[src/rtl/param_stim_seq_if.sv]
// -----------------------------------------------------------------------------
// param_stim_seq_if
//   Bundles the control and stimulus signals between the sequencer and the
//   logic around it. The bus widths are parameters of the interface, so each
//   instance can match one width configuration of the downstream block.
//
//   start   : run request from the controller
//   abort   : cancels an in-progress run
//   a, b, c : stimulus buses (A_W, B_W, C_W bits)
//   valid   : a/b/c carry a sequence value
//   busy    : a run is in progress (RUN or DONE)
//   done    : one-cycle pulse when a run completes normally
//   aborted : one-cycle pulse when a run is cancelled
//
//   master : the sequencer side (drives stimulus and status)
//   slave  : the controller/consumer side
// -----------------------------------------------------------------------------
interface param_stim_seq_if #(
  parameter int A_W = 1,
  parameter int B_W = 2,
  parameter int C_W = 3
);
  logic           start;
  logic           abort;
  logic [A_W-1:0] a;
  logic [B_W-1:0] b;
  logic [C_W-1:0] c;
  logic           valid;
  logic           busy;
  logic           done;
  logic           aborted;

  modport master (
    input  start, abort,
    output a, b, c, valid, busy, done, aborted
  );

  modport slave (
    output start, abort,
    input  a, b, c, valid, busy, done, aborted
  );
endinterface

[src/rtl/param_stim_seq.sv]
// -----------------------------------------------------------------------------
// param_stim_seq
//   Restartable, abortable stimulus sequencer for three parameter-width
//   buses. A run steps through STEPS value sets; each set is held for HOLD
//   cycles, one DONE cycle follows, and the block then returns to IDLE.
//   The values driven for step k are:
//     a = k mod 2^A_W,  b = 3k mod 2^B_W,  c = ~k mod 2^C_W
//
//   Ports:
//     clk : clock, all state changes on the rising edge
//     rst : synchronous active-high reset
//     bus : param_stim_seq_if master modport. Its A_W/B_W/C_W must match the
//           parameters of this module.
//           start (in), abort (in), a/b/c (out), valid (out), busy (out),
//           done (out), aborted (out)
//
//   Every output is decoded from registered state (FSM state, step/hold
//   counters, aborted flag). There is no combinational path from start or
//   abort to any output.
// -----------------------------------------------------------------------------
module param_stim_seq #(
  parameter int A_W   = 1,
  parameter int B_W   = 2,
  parameter int C_W   = 3,
  parameter int STEPS = 4,
  parameter int HOLD  = 2
) (
  input  logic               clk,
  input  logic               rst,
  param_stim_seq_if.master   bus
);

  localparam int KW = $clog2(STEPS + 1);
  localparam int HW = $clog2(HOLD + 1);

  localparam logic [KW-1:0] K_LAST = KW'(STEPS - 1);
  localparam logic [HW-1:0] H_LAST = HW'(HOLD - 1);

  typedef enum logic [1:0] {
    IDLE = 2'd0,
    RUN  = 2'd1,
    DONE = 2'd2
  } state_t;

  state_t        state_p0, state_nxt;
  logic [KW-1:0] k_p0, k_nxt;
  logic [HW-1:0] h_p0, h_nxt;
  logic          aborted_p0, aborted_nxt;

  // The bus values are plain low-bit slices of k (or of expressions on k).
  // Every operand is cast to the bus width first, so each result is already
  // taken modulo 2^width. This also gives the zero-extend-then-invert
  // behaviour for c when C_W is wider than the counter.
  function automatic logic [A_W-1:0] value_a(input logic [KW-1:0] kv);
    return A_W'(kv);
  endfunction

  function automatic logic [B_W-1:0] value_b(input logic [KW-1:0] kv);
    logic [B_W-1:0] kb;
    kb = B_W'(kv);
    return kb + (kb << 1);
  endfunction

  function automatic logic [C_W-1:0] value_c(input logic [KW-1:0] kv);
    logic [C_W-1:0] kc;
    kc = C_W'(kv);
    return ~kc;
  endfunction

  // ---- state register ----
  always_ff @(posedge clk) begin
    if (rst) begin
      state_p0   <= IDLE;
      k_p0       <= '0;
      h_p0       <= '0;
      aborted_p0 <= 1'b0;
    end else begin
      state_p0   <= state_nxt;
      k_p0       <= k_nxt;
      h_p0       <= h_nxt;
      aborted_p0 <= aborted_nxt;
    end
  end

  // ---- next-state logic ----
  always_comb begin
    state_nxt   = state_p0;
    k_nxt       = k_p0;
    h_nxt       = h_p0;
    aborted_nxt = 1'b0;

    unique case (state_p0)
      IDLE: begin
        if (bus.start) begin
          state_nxt = RUN;
          k_nxt     = '0;
          h_nxt     = '0;
        end
      end

      RUN: begin
        if (bus.abort) begin
          state_nxt   = IDLE;
          k_nxt       = '0;
          h_nxt       = '0;
          aborted_nxt = 1'b1;
        end else if (h_p0 == H_LAST) begin
          h_nxt = '0;
          if (k_p0 == K_LAST) begin
            state_nxt = DONE;
            k_nxt     = '0;
          end else begin
            k_nxt = k_p0 + KW'(1);
          end
        end else begin
          h_nxt = h_p0 + HW'(1);
        end
      end

      DONE: begin
        // An abort here still produces an aborted pulse. The done pulse has
        // already been shown during this DONE cycle.
        state_nxt   = IDLE;
        k_nxt       = '0;
        h_nxt       = '0;
        aborted_nxt = bus.abort;
      end

      default: begin
        state_nxt = IDLE;
        k_nxt     = '0;
        h_nxt     = '0;
      end
    endcase
  end

  // ---- output decode from registered state ----
  always_comb begin
    bus.a       = '0;
    bus.b       = '0;
    bus.c       = '0;
    bus.valid   = 1'b0;
    bus.busy    = 1'b0;
    bus.done    = 1'b0;
    bus.aborted = aborted_p0;

    unique case (state_p0)
      RUN: begin
        bus.a     = value_a(k_p0);
        bus.b     = value_b(k_p0);
        bus.c     = value_c(k_p0);
        bus.valid = 1'b1;
        bus.busy  = 1'b1;
      end
      DONE: begin
        bus.busy = 1'b1;
        bus.done = 1'b1;
      end
      default: begin
      end
    endcase
  end

endmodule

[src/flat_wrapper.sv]
// flat-port wrapper written by rule: the top's interface ports become plain ports
module param_stim_seq_flat 
#(
  parameter int A_W   = 1,
  parameter int B_W   = 2,
  parameter int C_W   = 3,
  parameter int STEPS = 4,
  parameter int HOLD  = 2
)
  (clk, rst, bus_start, bus_abort, bus_a, bus_b, bus_c, bus_valid, bus_busy, bus_done, bus_aborted);
  param_stim_seq_if #(.A_W(A_W), .B_W(B_W), .C_W(C_W)) bus_i ();
  input  logic clk;
  input  logic rst;
  input wire logic [$bits(bus_i.start)-1:0] bus_start;
  input wire logic [$bits(bus_i.abort)-1:0] bus_abort;
  output wire logic [$bits(bus_i.a)-1:0] bus_a;
  output wire logic [$bits(bus_i.b)-1:0] bus_b;
  output wire logic [$bits(bus_i.c)-1:0] bus_c;
  output wire logic [$bits(bus_i.valid)-1:0] bus_valid;
  output wire logic [$bits(bus_i.busy)-1:0] bus_busy;
  output wire logic [$bits(bus_i.done)-1:0] bus_done;
  output wire logic [$bits(bus_i.aborted)-1:0] bus_aborted;
  assign bus_i.start = bus_start;
  assign bus_i.abort = bus_abort;
  assign bus_a = bus_i.a;
  assign bus_b = bus_i.b;
  assign bus_c = bus_i.c;
  assign bus_valid = bus_i.valid;
  assign bus_busy = bus_i.busy;
  assign bus_done = bus_i.done;
  assign bus_aborted = bus_i.aborted;
  param_stim_seq #(.A_W(A_W), .B_W(B_W), .C_W(C_W), .STEPS(STEPS), .HOLD(HOLD)) u_core (.clk(clk), .rst(rst), .bus(bus_i));
endmodule
[config.mk]
export PLATFORM = sky130hd
export DESIGN_NAME = param_stim_seq_flat
export DESIGN_NICKNAME = d
export VERILOG_FILES = /design/src/rtl/param_stim_seq_if.sv /design/src/rtl/param_stim_seq.sv /design/src/flat_wrapper.sv
export SDC_FILE = /design/constraint.sdc
export NUM_CORES = 1
export LEC_CHECK = 0
export CORE_AREA = 10 10 47 49
export DETAILED_ROUTE_END_ITERATION = 8
export DIE_AREA = 0 0 57 59
export GPL_TIMING_DRIVEN = 0
export PLACE_DENSITY = 0.72
export SETUP_SLACK_MARGIN = 0.1
export SLEW_MARGIN = 30
export SYNTH_ARGS = -nofsm -noshare
export SYNTH_HDL_FRONTEND = slang
export SYNTH_SLANG_ARGS = --single-unit
[constraint.sdc]
create_clock -name clk -period 2.5 [get_ports clk]
set_input_delay 0.25 -clock clk [delete_from_list [all_inputs] [get_ports clk]]
set_output_delay 0.25 -clock clk [all_outputs]
set_load 0.05 [all_outputs]
==> flow_summary.json <==
{
  "overflow": 0,
  "postSynthAreaPerCell_um2": 9.53,
  "drt-total-wl_um": 821,
  "post_cts_buffers": 0,
  "syn_area_um2": 448,
  "hold_path.class": "flip-flop to flip-flop",
  "start_util_pct": 32.0,
  "grt_use_met3_pct": 4.29,
  "reg2reg_setup_slack_ns": 0.91,
  "cp-end-kind": "output port",
  "finalCriticalPeriod_ns": 2.25,
  "syn_to_final_growth_pct": 38.5,
  "drc_errors": 0,
  "cp.arrival_ns": 2.00,
  "grt_max_degree": 9,
  "instances_no_fill": 79,
  "pre_cts_ws_ns": 0.492,
  "use_met2_pct": 7.60,
  "whs_path_depth": 2,
  "drtAntennaViolNets": 0,
  "n_fill_cell": 150,
  "clock_sinks": 8,
  "drt_pass1_iterations": 4,
  "grt_use_total_pct": 5.34,
  "postCtsHoldBufs": 0,
  "cp_max_fo": 7,
  "ys_seq_elements": 8,
  "num_io_pins": 14,
  "use_met1_pct": 5.42,
  "timing.rr.end": "u_core.k_p0[0]",
  "num_vias": 357,
  "fin_crit_sh_pct": 90.1,
  "status": "completed",
  "fin_skew_ns": 0.00301,
  "dp_cells": 76,
  "drive_gt1_share_pct": 12.7,
  "dieArea_mm2": 0.00336,
  "fin_ws_ns": 0.247,
  "synth_warnings": 0,
  "routed_via_density": 4.52,
  "die_w_um": 57,
  "maxCapViolCount": 0,
  "final_cell_mix": "13 x clkdlybuf4s50_1, 8 x dfxtp_1, 5 x nor2b_1, 5 x ha_1, 4 x nand2b_1",
  "cts_tree": "done",
  "leakagePower_nw": 0.269,
  "setup_viol": 0,
  "synth_cell_types": 22,
  "fin_area_um2": 621,
  "rsz0062_at_grt": "no",
  "hold_end": "u_core.k_p0[2]",
  "top_usage_layer": "met2",
  "die_h_um": 59,
  "clk_latency_ns": 0.25,
  "yosysSeqAreaShare_pct": 35.8,
  "io_buffers": 13,
  "worst_pin_slew_ns": 0.500,
  "cts_buffers": 3,
  "clockBufferDepth": 2,
  "max_clock_freq_mhz": 444,
  "crit_type": "flip-flop to output port",
  "num_antenna_cells": 0,
  "place.gp.congestion": 0.738,
  "rr_worst_depth": 6,
  "grt_pass1_wl_mm": 1.44,
  "grt_pass1_vias": 352,
  "slew_headroom_pct": 66.5,
  "final_util_pct": 44.3,
  "h-tree-depth": 1,
  "rows": 14,
  "hold_violations": 0,
  "cts_resized": 0,
  "required_ns": 2.25,
  "placed_area_um2": 598,
  "synth_nets": 56,
  "ir_drop_uv": 714,
  "syn_inst": 47,
  "crit-reg2reg-launch": "u_core.state_p0[0]",
  "dp_hpwl_um": 688,
  "drt-initial-drc-count": 2,
  "layout.nets": 74,
  "start_kind": "flip-flop",
  "cts.clk_slew.worst_paths_ns": 0.06,
  "cts_root_buf": "clkbuf_4",
  "antenna_found_initial": 0,
  "slew_viol_final": 0,
  "tns_ns": 0,
  "routedWlPerCell_um": 10.4,
  "core_mm2": 0.00140,
  "min_from": "u_core.k_p0[2]",
  "final_common_cell": "clkdlybuf4s50_1",
  "power.density_mw_per_mm2": 1050
}
[cell families after synthesis]
group	synth area share (%)
mux	2.23
buf+inv	3.35
simple gates	33.8
flops	35.8
compound gates	8.94
xor+xnor	1.96
fa+ha+maj	14.0
[synthesized netlist by cell type (all sizes together)]
library cell,count,area share (%)
ha,5,14
a21oi,2,2.2
nor2b,5,7.0
buf,1,1.7
nand3b,2,3.4
xor2,1,2.0
nand2,2,2.2
and3,1,1.4
inv,2,1.7
nor2,3,2.5
or4,1,2.5
nand2b,5,8.7
o21ai,2,2.2
mux2i,1,2.2
and2,3,4.2
dfxtp,8,36
and3b,1,2.0
o31ai,1,2.8
o21a,1,1.7
[flip-flops by register name, summed over array words and instances (netlist names)]
register and count:
u_core.state_p0 2, u_core.h_p0 2, u_core.k_p0 3, u_core.bus.aborted 1
[report_power, final]
group | total (mW) | internal (mW) | switching, mW
clock | 0.0995 | 0.0550 | 0.0446
sequential | 0.162 | 0.148 | 0.0146
combinational | 0.391 | 0.137 | 0.254
total | 0.653 | 0.340 | 0.313
[worst max-delay path by stage]
stage | startpoint | to | slack, ns | depth (start not counted)
global placement | u_core.state_p0[1] | bus_b[0] | 0.51 | 5
CTS | u_core.state_p0[1] | bus_b[0] | 0.21 | 5
floorplan | u_core.state_p0[1] | bus_b[0] | 0.51 | 4
detailed placement | u_core.state_p0[1] | bus_b[0] | 0.49 | 5
finish | u_core.state_p0[1] | bus_b[0] | 0.25 | 5
global route | u_core.state_p0[1] | bus_b[0] | 0.10 | 5
[worst max-delay path: stages, from the launching register on]
cell and delay (ns):
dfxtp_1 0.32, inv_1 0.10, ha_1 0.27, and2_1 0.18
buf_4 0.10, clkdlybuf4s50_1 0.79
[stage by stage]
stage          total power, mW  hold WS (ns)
2_1_floorplan            0.454         0.341
3_3_place_gp             0.559         0.434
3_5_place_dp             0.561         0.438
4_1_cts                  0.663         0.446
5_1_grt                  0.697         0.488
6_report                 0.653         0.444
[routing by layer]
metal  part of all wire (%)  wire length (um)
met1                     42               347
met2                     40               328
met3                     16               128
met4                    1.9                16
met5                      0                 0
[final cells by class]
class,instances,area (um2),share of cell area (%)
plain buffers,1,7.51,1.21
clock buffers,3,22.5,3.63
inverters,2,7.51,1.21
multi-input cells,36,273,44.0
flip-flops and latches,8,160,25.8
well taps,16,20.0,3.23
repair buffers,13,130,21.0
(Power assumes the default switching activity.)
